==> config.mk <==
export PLATFORM = sky130hd
export DESIGN_NAME = instr_decode_pipe
export DESIGN_NICKNAME = d
export VERILOG_FILES = /design/src/rtl/instr_decode_pipe_pkg.sv /design/src/rtl/instr_decode_pipe_fields.sv /design/src/rtl/instr_decode_pipe.sv
export SDC_FILE = /design/constraint.sdc
export NUM_CORES = 1
export LEC_CHECK = 0
export CAP_MARGIN = 40
export CORE_MARGIN = 4
export CORE_UTILIZATION = 45
export CTS_BUF_LIST = sky130_fd_sc_hd__clkbuf_8
export CTS_CLUSTER_SIZE = 10
export DETAILED_ROUTE_END_ITERATION = 6
export PLACE_DENSITY = 0.72
export SLEW_MARGIN = 20
export SYNTH_ARGS = -nofsm -noshare
export SYNTH_HDL_FRONTEND = slang
export SYNTH_SLANG_ARGS = --single-unit
==> constraint.sdc <==
create_clock -name clk -period 1.7 [get_ports clk]
set_input_delay 0.255 -clock clk [delete_from_list [all_inputs] [get_ports clk]]
set_output_delay 0.255 -clock clk [all_outputs]
set_load 0.02 [all_outputs]
==> src/rtl/instr_decode_pipe_pkg.sv <==
// Shared types for the instruction decode pipe: operation classes, the decoded
// control bundle and instruction field positions.
package decode_pkg;

   // Widest supported immediate; the top trims it to its DATA_W.
   localparam int INM_W = 64;

   localparam int COND_HI  = 31;
   localparam int COND_LO  = 28;
   localparam int CLASS_HI = 27;
   localparam int CLASS_LO = 26;
   localparam int I_BIT    = 25;
   localparam int P_BIT    = 24;
   localparam int U_BIT    = 23;
   localparam int B_BIT    = 22;
   localparam int W_BIT    = 21;
   localparam int L_BIT    = 20;
   localparam int S_BIT    = 20;
   localparam int LINK_BIT = 24;

   typedef enum logic [1:0] {
      OP_DP  = 2'd0,
      OP_MEM = 2'd1,
      OP_BR  = 2'd2,
      OP_ILL = 2'd3
   } op_class_t;

   typedef struct packed {
      logic [3:0]       cond;
      op_class_t        op_class;
      logic [3:0]       funct;
      logic             set_flags;
      logic             use_imm;
      logic [3:0]       rd;
      logic [3:0]       rs;
      logic [3:0]       rm;
      logic [INM_W-1:0] inm;
      logic             use_mem;
      logic             w_mem;
      logic             up;
      logic             byte_acc;
      logic             pre_idx;
      logic             wback;
      logic             link;
      logic             illegal;
   } decoded_t;

endpackage

==> src/rtl/instr_decode_pipe_fields.sv <==
// Combinational field decoder: one 32-bit instruction word in, one control
// bundle out, including the rotated-immediate and branch-offset expansion.
module decode_fields
   import decode_pkg::*;
(
   input  logic [31:0] instruction,
   output decoded_t    dec
);

   function automatic logic [31:0] ror32(input logic [31:0] v, input logic [4:0] sh);
      logic [63:0] dbl;
      dbl = {v, v} >> sh;
      return dbl[31:0];
   endfunction

   // Word offset: sign-extend imm24 to the full immediate width, then scale by 4.
   function automatic logic signed [INM_W-1:0] br_offset(input logic [23:0] imm24);
      logic signed [INM_W-1:0] ext;
      ext = {{(INM_W-24){imm24[23]}}, imm24};
      return ext <<< 2;
   endfunction

   always_comb begin
      dec      = '0;
      dec.cond = instruction[COND_HI:COND_LO];
      case (instruction[CLASS_HI:CLASS_LO])
         2'b00: begin
            dec.op_class  = OP_DP;
            dec.funct     = instruction[24:21];
            dec.set_flags = instruction[S_BIT];
            dec.rd        = instruction[15:12];
            dec.rs        = instruction[19:16];
            if (instruction[I_BIT]) begin
               dec.use_imm = 1'b1;
               dec.inm     = INM_W'(ror32({24'd0, instruction[7:0]}, {instruction[11:8], 1'b0}));
            end else begin
               dec.rm = instruction[3:0];
            end
         end
         2'b01: begin
            dec.op_class = OP_MEM;
            dec.rd       = instruction[15:12];
            dec.rs       = instruction[19:16];
            dec.use_mem  = 1'b1;
            dec.w_mem    = !instruction[L_BIT];
            dec.up       = instruction[U_BIT];
            dec.byte_acc = instruction[B_BIT];
            dec.pre_idx  = instruction[P_BIT];
            dec.wback    = instruction[W_BIT];
            // The I bit is inverted for memory: clear means immediate offset.
            if (!instruction[I_BIT]) begin
               dec.use_imm = 1'b1;
               dec.inm     = INM_W'(instruction[11:0]);
            end else begin
               dec.rm = instruction[3:0];
            end
         end
         2'b10: begin
            dec.op_class = OP_BR;
            dec.link     = instruction[LINK_BIT];
            dec.inm      = br_offset(instruction[23:0]);
         end
         default: begin
            dec.op_class = OP_ILL;
            dec.illegal  = 1'b1;
         end
      endcase
   end

endmodule

==> src/rtl/instr_decode_pipe.sv <==
// Decode stage between fetch and register read: handshaked on both sides,
// optional skid slot for full throughput under backpressure, flush and counter.
module instr_decode_pipe
   import decode_pkg::*;
#(
   parameter int DATA_W  = 32,
   parameter int SKID_EN = 1,
   parameter int CNT_W   = 16
) (
   input  logic              clk,
   input  logic              reset,
   input  logic              flush,
   input  logic              in_valid,
   output logic              in_ready,
   input  logic [31:0]       instruction,
   output logic              out_valid,
   input  logic              out_ready,
   output logic [3:0]        cond,
   output logic [1:0]        op_class,
   output logic [3:0]        funct,
   output logic              set_flags,
   output logic              use_imm,
   output logic [3:0]        rd,
   output logic [3:0]        rs,
   output logic [3:0]        rm,
   output logic [DATA_W-1:0] inm,
   output logic              useMemory,
   output logic              wMemory,
   output logic              up,
   output logic              byte_acc,
   output logic              pre_idx,
   output logic              wback,
   output logic              link,
   output logic              illegal,
   output logic [CNT_W-1:0]  dec_count
);

   decoded_t dec_p0;
   decoded_t main_p1;
   decoded_t skid_p1;
   logic     vld_p1;
   logic     skid_vld_p1;
   logic     accept;
   logic     drain;

   decode_fields u_fields (
      .instruction (instruction),
      .dec         (dec_p0)
   );

   // While reset is held the decoder advertises ready but ignores the input.
   assign in_ready = !reset ? 1'b1 :
                     (SKID_EN != 0) ? !skid_vld_p1 : (!vld_p1 || out_ready);
   assign accept   = in_valid && in_ready;
   assign drain    = vld_p1 && out_ready;

   // ---- stage p0 -> p1: slot update ----
   always_ff @(posedge clk) begin
      if (!reset) begin
         vld_p1      <= 1'b0;
         skid_vld_p1 <= 1'b0;
         main_p1     <= '0;
         skid_p1     <= '0;
         dec_count   <= '0;
      end else begin
         if (drain)
            dec_count <= dec_count + CNT_W'(1);
         if (flush) begin
            vld_p1      <= 1'b0;
            skid_vld_p1 <= 1'b0;
         end else if (SKID_EN != 0) begin
            if (drain) begin
               if (skid_vld_p1) begin
                  main_p1     <= skid_p1;
                  skid_vld_p1 <= 1'b0;
               end else if (accept) begin
                  main_p1 <= dec_p0;
               end else begin
                  vld_p1 <= 1'b0;
               end
            end else if (accept) begin
               if (!vld_p1) begin
                  main_p1 <= dec_p0;
                  vld_p1  <= 1'b1;
               end else begin
                  skid_p1     <= dec_p0;
                  skid_vld_p1 <= 1'b1;
               end
            end
         end else begin
            if (accept) begin
               main_p1 <= dec_p0;
               vld_p1  <= 1'b1;
            end else if (drain) begin
               vld_p1 <= 1'b0;
            end
         end
      end
   end

   // ---- stage p1: output bundle ----
   assign out_valid = vld_p1;
   assign cond      = main_p1.cond;
   assign op_class  = main_p1.op_class;
   assign funct     = main_p1.funct;
   assign set_flags = main_p1.set_flags;
   assign use_imm   = main_p1.use_imm;
   assign rd        = main_p1.rd;
   assign rs        = main_p1.rs;
   assign rm        = main_p1.rm;
   assign inm       = main_p1.inm[DATA_W-1:0];
   assign useMemory = main_p1.use_mem;
   assign wMemory   = main_p1.w_mem;
   assign up        = main_p1.up;
   assign byte_acc  = main_p1.byte_acc;
   assign pre_idx   = main_p1.pre_idx;
   assign wback     = main_p1.wback;
   assign link      = main_p1.link;
   assign illegal   = main_p1.illegal;

   if (DATA_W < INM_W) begin : g_trim
      logic unused_inm_hi;
      assign unused_inm_hi = ^main_p1.inm[INM_W-1:DATA_W];
   end

endmodule

==> results.cfg, run 1 <==
[timing]
timing.slew.headroom_pct = 60.1
min_period_over_period_pct = 101
final-hold-violation-count = 0
worst_slack_ns = -0.0120
final_layout_worst_hold_slack_ns = 0.135
final-setup-viol-count = 1
final_max_slew_viol_count = 0
maxClockFrequency_ghz = 0.584
period_minus_slack_ns = 1.71
skew_ns = 0.0106
unrepaired_setup_endpoints_after_global_routing = yes
worstMarginPinSlew_ns = 0.598

[drt]
routed_wirelength_um = 23000
detailroute.via_count = 7541
firstDrtPassIters = 7
route.detailed.wl_per_inst_um = 17.5
viasPerCell = 5.75
detail-route-antenna-nets = 0
drt_drc = 0
drt_first_iter_violations = 696

[pwr]
p_sw_share_pct = 28.8
internal-power_mw = 5.27
p_clk_share_pct = 34.7
worst_ir_drop_vdd_mv = 0.477
netSwitchingPower_mw = 2.13
leakage_nw = 4.28
power.density_nw_per_um2 = 743
power.share.combinational_pct = 17.0
register_share_of_total_power_pct = 48.3

[synth]
ys_seq_elements = 146
synth.avg_cell_area_um2 = 7.99
synth-edff-count = 0
synth.top_cell.area_share_pct = 41.6
syn-instance-count = 879
cell_taking_the_most_area_after_synthesis = sky130_fd_sc_hd__dfxtp_1
post_synth_instance_area_um2 = 7020
synth_cell_type_count = 64
yosys_most_used_dff = sky130_fd_sc_hd__dfxtp_1
postSynthNetCount = 917
yosys_warnings = 0
async_reset_ff_share_pct = 0
yosysSeqAreaShare_pct = 41.6
post_synth_main_area_contributors = sky130_fd_sc_hd__dfxtp_1 (42%), sky130_fd_sc_hd__nand2_1 (7.4%), sky130_fd_sc_hd__a21oi_1 (5.0%)

[clock_network]
cts.root.buffer_cell = sky130_fd_sc_hd__clkbuf_8
cts_tree = done
cts-htree-levels = 4
cts_num_sinks = 146
cts-buffers-inserted = 17
clk_pin_slew_ns = 0.08
worstSkewPairLatency_ns = 0.48
cts-root-to-sink-buffers = 2

[status]
violations = negative setup slack
status = finished with violations

[layout]
stdcell_area_um2 = 9960
nFillCells = 1300
num_antenna_cells = 0
multi_input_comb_area_um2 = 3860
layout-drive-gt1-share_pct = 20.6
layout.nets = 1125
postLayoutCoreUtil_pct = 65.3
post_layout_nonfiller_instances = 1311
flow.area_growth_from_synthesis_pct = 41.9
ff_latch_area_um2 = 2930

[global_route]
use_met1_pct = 35.4
globalRoute.totalOverflow = 0
grt.busiest_layer = met2
gr-usage-all-layers_pct = 24.8
grt.met2_usage_pct = 37.1
grt_max_degree = 71
groute.layer.met3.usage_pct = 5.59
antenna_found_initial = 0
wire_length_of_the_first_global_routing_pass_um = 35300
number_of_global_route_vias_before_repair = 6694

[worst_setup_path]
worstPathArrival_ns = 2.10
critPathKind = in2reg
worst-path-max-fanout = 5
timing.critical_path.required_ns = 2.09
critPathCaptureType = flip-flop
cp_cell_sequence = clkdlybuf4s50_1, mux2i_1, buf_4, o221ai_1, nand2_1, a221oi_2
worstSetupStartpointType = input port
timing.critical_path.slowest_stage_cell = sky130_fd_sc_hd__clkdlybuf4s50_1
worst_path_largest_cell_delay_ns = 0.69

[floorplan]
height_of_the_die_um = 133
die_w_um = 133
start_util_pct = 46.0
placement_rows = 45
ioPinCount = 119
floorplan.die_area_um2 = 17700
core_area_um2 = 15300

[place]
place_inst = 1270
gpl.final_weighted_congestion = 0.902
post_dp_cell_area_um2 = 9310
dpl.hpwl_um = 16100
io_buffer_count = 118

[hold_path]
worst_hold_path_type = in2reg

[job]
max_cap_viol_count = 0
-- power groups by stage --
| stage | Clock (mW) | Sequential (mW) | Combinational (mW) |
|---|---|---|---|
| 6_report | 2.57 | 3.57 | 1.26 |
| 5_1_grt | 2.75 | 3.58 | 1.34 |
| 4_1_cts | 2.60 | 3.57 | 1.21 |
| 3_5_place_dp | 0 | 3.66 | 1.23 |
| 3_3_place_gp | 0 | 3.65 | 1.23 |
| 2_1_floorplan | 0 | 3.75 | 0.495 |
-- synthesized netlist by cell type (6+ instances only) --
cell                       instances
sky130_fd_sc_hd__xnor2_1           6
sky130_fd_sc_hd__a22oi_1           6
sky130_fd_sc_hd__dfxtp_1         146
sky130_fd_sc_hd__nor3_1           19
sky130_fd_sc_hd__a21oi_1          70
sky130_fd_sc_hd__nand3_1          56
sky130_fd_sc_hd__nand2_1         139
sky130_fd_sc_hd__a221oi_1         14
sky130_fd_sc_hd__buf_2            32
sky130_fd_sc_hd__o22ai_1           6
sky130_fd_sc_hd__o211ai_1         14
sky130_fd_sc_hd__nand2b_1         11
sky130_fd_sc_hd__nor2_1           63
sky130_fd_sc_hd__nor4_1            6
sky130_fd_sc_hd__nand4_1           6
sky130_fd_sc_hd__inv_1             7
sky130_fd_sc_hd__a311oi_1         26
sky130_fd_sc_hd__and2_1            7
sky130_fd_sc_hd__clkbuf_1         45
sky130_fd_sc_hd__mux2i_1          16
sky130_fd_sc_hd__or3_1             8
sky130_fd_sc_hd__o21ai_0          66
sky130_fd_sc_hd__nor2b_1          15
sky130_fd_sc_hd__and3_1            8
sky130_fd_sc_hd__a211oi_1         12
sky130_fd_sc_hd__a31oi_1           6
-- critical path, delay by kind of cell --
| kind | cells | cell delay [ns] |
|---|---|---|
| and+or+nand+nor | 1 | 0.20 |
| muxes | 1 | 0.18 |
| buffers and inverters | 2 | 0.86 |
| AOI/OAI and AO/OA | 2 | 0.61 |
-- state kept, by name (all words and copies together) (netlist names), 2 cells and up --
register and cells:
skid_p1 64, op_class 2, funct 4, rm 4
inm 32, cond 4, rd 4, dec_count 16
rs 4
-- cells by family after synthesis --
family	Yosys count	synth area share (%)
simple gates	360	24.7
compound gates	257	24.5
flops	146	41.6
buf+inv	90	5.60
mux	16	2.28
xor+xnor	9	1.12
fa+ha+maj	1	0.178
-- placed cells by master, fill, tap and decap left out, drive strengths merged, types with 7 or more instances in the layout --
master,instances
clkbuf,21
or3,8
clkinv,7
o21ai,66
a21oi,70
a221oi,16
nor2,63
and3,8
nand2b,11
nor2b,15
inv,10
mux2i,16
dfxtp,146
and2,7
clkdlybuf4s50,34
o211ai,14
a211oi,13
nor3,19
a311oi,26
nand2,139
dlygate4sd2,51
nand3,57
buf,152
dlymetal6s2s,31
-- metal layers --
layer	up-vias	part of all wire (%)	wire length, um
met5	-	0	0
met4	0	1.9	439
li1	3616	-	-
met1	3573	45	10400
met2	312	45	10400
met3	40	7.3	1670
-- final timing paths --
kind                                startpoint           to  slack (ns)  cells past startpoint
worst max-delay path            instruction[3]      inm[27]       -0.01                      6
worst min-delay path                  in_valid    out_valid        0.14                      3
worst max register to register       out_valid  skid_p1[21]        0.02                      6
worst min register to register      skid_p1[2]   skid_p1[2]        0.46                      2
-- layout make-up --
type / count / area share (%)
multi-input cells: 644 / 38.7
repair buffers: 271 / 25.3
well taps: 211 / 2.65
inverters: 7 / 0.264
flip-flops and latches: 146 / 29.4
clock inverters: 14 / 1.13
clock buffers: 18 / 2.49
-- metrics by stage --
step	total power [mW]	TNS [ns]	worst slack (ns)
6_report	7.40	-0.0120	-0.0120
5_1_grt	7.67	-0.154	-0.0531
4_1_cts	7.39	-0.355	-0.0526
3_5_place_dp	4.88	-50.01	-0.696
3_3_place_gp	4.88	-46.06	-0.584
2_1_floorplan	4.24	0	0.0000605
-- repair_timing --
item / in CTS / in global routing
pin swaps: 2 / 4
buffers inserted: 0 / 5
gates resized for setup: 58 / 63
gates cloned: 1 / 3
hold buffers: 0 / 0
endpoints found under the setup margin: 75 / 88
endpoints found under the hold margin: 0 / 0
Note: power is estimated with default switching activity, not from simulation.
==> run 2: changes to the inputs <==
--- a/config.mk
+++ b/config.mk
@@ -12,6 +12,7 @@
 export CTS_CLUSTER_SIZE = 10
 export DETAILED_ROUTE_END_ITERATION = 6
 export PLACE_DENSITY = 0.72
+export SKIP_CTS_REPAIR_TIMING = 1
 export SLEW_MARGIN = 20
 export SYNTH_ARGS = -nofsm -noshare
 export SYNTH_HDL_FRONTEND = slang
==> results.cfg, run 2 (synthesized netlist as in run 1, its figures left out) <==
[clock_network]
cts.root.buffer_cell = sky130_fd_sc_hd__clkbuf_8
cts_num_sinks = 146
cts-htree-levels = 4
cts_tree = done
worstSkewPairLatency_ns = 0.48
clk_pin_slew_ns = 0.08
cts-root-to-sink-buffers = 2
cts-buffers-inserted = 17

[global_route]
grt.busiest_layer = met2
globalRoute.totalOverflow = 0
grt.met2_usage_pct = 37.0
gr-usage-all-layers_pct = 24.6
wire_length_of_the_first_global_routing_pass_um = 35200
antenna_found_initial = 0
number_of_global_route_vias_before_repair = 6687
groute.layer.met3.usage_pct = 5.48
use_met1_pct = 35.1
grt_max_degree = 71

[status]
violations = negative setup slack
status = finished with violations

[timing]
final-hold-violation-count = 0
period_minus_slack_ns = 1.74
maxClockFrequency_ghz = 0.576
worst_slack_ns = -0.0352
worstMarginPinSlew_ns = 0.620
skew_ns = 0.00944
final_max_slew_viol_count = 0
min_period_over_period_pct = 102
timing.slew.headroom_pct = 58.7
unrepaired_setup_endpoints_after_global_routing = yes
final-setup-viol-count = 1

[worst_setup_path]
critPathCaptureType = flip-flop
timing.critical_path.required_ns = 2.05
worstSetupStartpointType = flip-flop
critPathKind = reg2reg
worstPathArrival_ns = 2.09
worst-path-max-fanout = 6

[drt]
detailroute.via_count = 7608
viasPerCell = 5.78
firstDrtPassIters = 6
drt_drc = 0
route.detailed.wl_per_inst_um = 17.6
detail-route-antenna-nets = 0
drt_first_iter_violations = 791
routed_wirelength_um = 23200

[layout]
layout-drive-gt1-share_pct = 20.6
layout_commonest_cell = sky130_fd_sc_hd__dfxtp_1
post_layout_nonfiller_instances = 1317
most-common-layout-cells = sky130_fd_sc_hd__dfxtp_1 (143), sky130_fd_sc_hd__buf_4 (142), sky130_fd_sc_hd__nand2_1 (139)
stdcell_area_um2 = 10200
largest_reg_flops = 64
num_antenna_cells = 0
max_flop_register = skid_p1
flow.area_growth_from_synthesis_pct = 44.8
layout.nets = 1131

[floorplan]
core_area_um2 = 15300
ioPinCount = 119
floorplan.die_area_um2 = 17700
start_util_pct = 46.0
die_w_um = 133
placement_rows = 45
height_of_the_die_um = 133

[pwr]
total_power_mw = 7.43
worst_ir_drop_vdd_mv = 0.470
power.density_nw_per_um2 = 731
leakage_nw = 4.99

[place]
place_inst = 1270
gpl.final_weighted_congestion = 0.902
dpl.hpwl_um = 16100
io_buffer_count = 118
post_dp_cell_area_um2 = 9310

[job]
max_cap_viol_count = 0

[hold_path]
worst_hold_path_type = in2reg
## run 2: final timing paths
kind	startpoint	end	slack (ns)	depth (start not counted)
max	skid_vld_p1	inm[16]	-0.04	6
min	in_valid	out_valid	0.15	3
max reg2reg	skid_vld_p1	inm[16]	-0.04	6
min reg2reg	skid_p1[4]	skid_p1[4]	0.46	2
## run 2: critical path, cell delays in order, from the launching register on
cell                       delay [ns]
sky130_fd_sc_hd__dfxtp_2         0.35
sky130_fd_sc_hd__a21boi_4        0.22
sky130_fd_sc_hd__o211ai_1        0.24
sky130_fd_sc_hd__buf_6           0.20
sky130_fd_sc_hd__buf_4           0.15
sky130_fd_sc_hd__a211oi_1        0.33
sky130_fd_sc_hd__a21oi_1         0.13
## run 2: layer usage
| metal | up-vias | share of wire, % |
|---|---|---|
| li1 | 3634 | - |
| met1 | 3625 | 45 |
| met2 | 309 | 46 |
| met3 | 40 | 7.3 |
| met4 | 0 | 2.1 |
| met5 | - | 0 |
## run 2: power by group
part | internal (mW) | total (mW) | switching (mW)
Sequential | 3.51 | 3.57 | 0.0570
Clock | 1.18 | 2.57 | 1.39
Combinational | 0.602 | 1.29 | 0.686
## run 2: stage by stage
| step | hold WS, ns | setup TNS [ns] | setup slack (ns) | utilization, % |
|---|---|---|---|---|
| 4_1_cts | 0.275 | -4.21 | -0.420 | 63.4 |
| 3_5_place_dp | 0.447 | -50.01 | -0.696 | 61.0 |
| 5_1_grt | 0.144 | -0.371 | -0.104 | 66.7 |
| 6_report | 0.148 | -0.0352 | -0.0352 | 66.7 |
| 2_1_floorplan | 0.391 | 0 | 0.0000605 | - |
| 3_3_place_gp | 0.437 | -46.06 | -0.584 | 61.0 |
## run 2: cell type report
class / instances / area, um2
fillers: 1264 / 5090
multi-input cells: 644 / 3830
flip-flops and latches: 146 / 2930
repair buffers: 277 / 2760
well taps: 211 / 264
clock buffers: 18 / 248
clock inverters: 14 / 113
inverters: 7 / 26.3
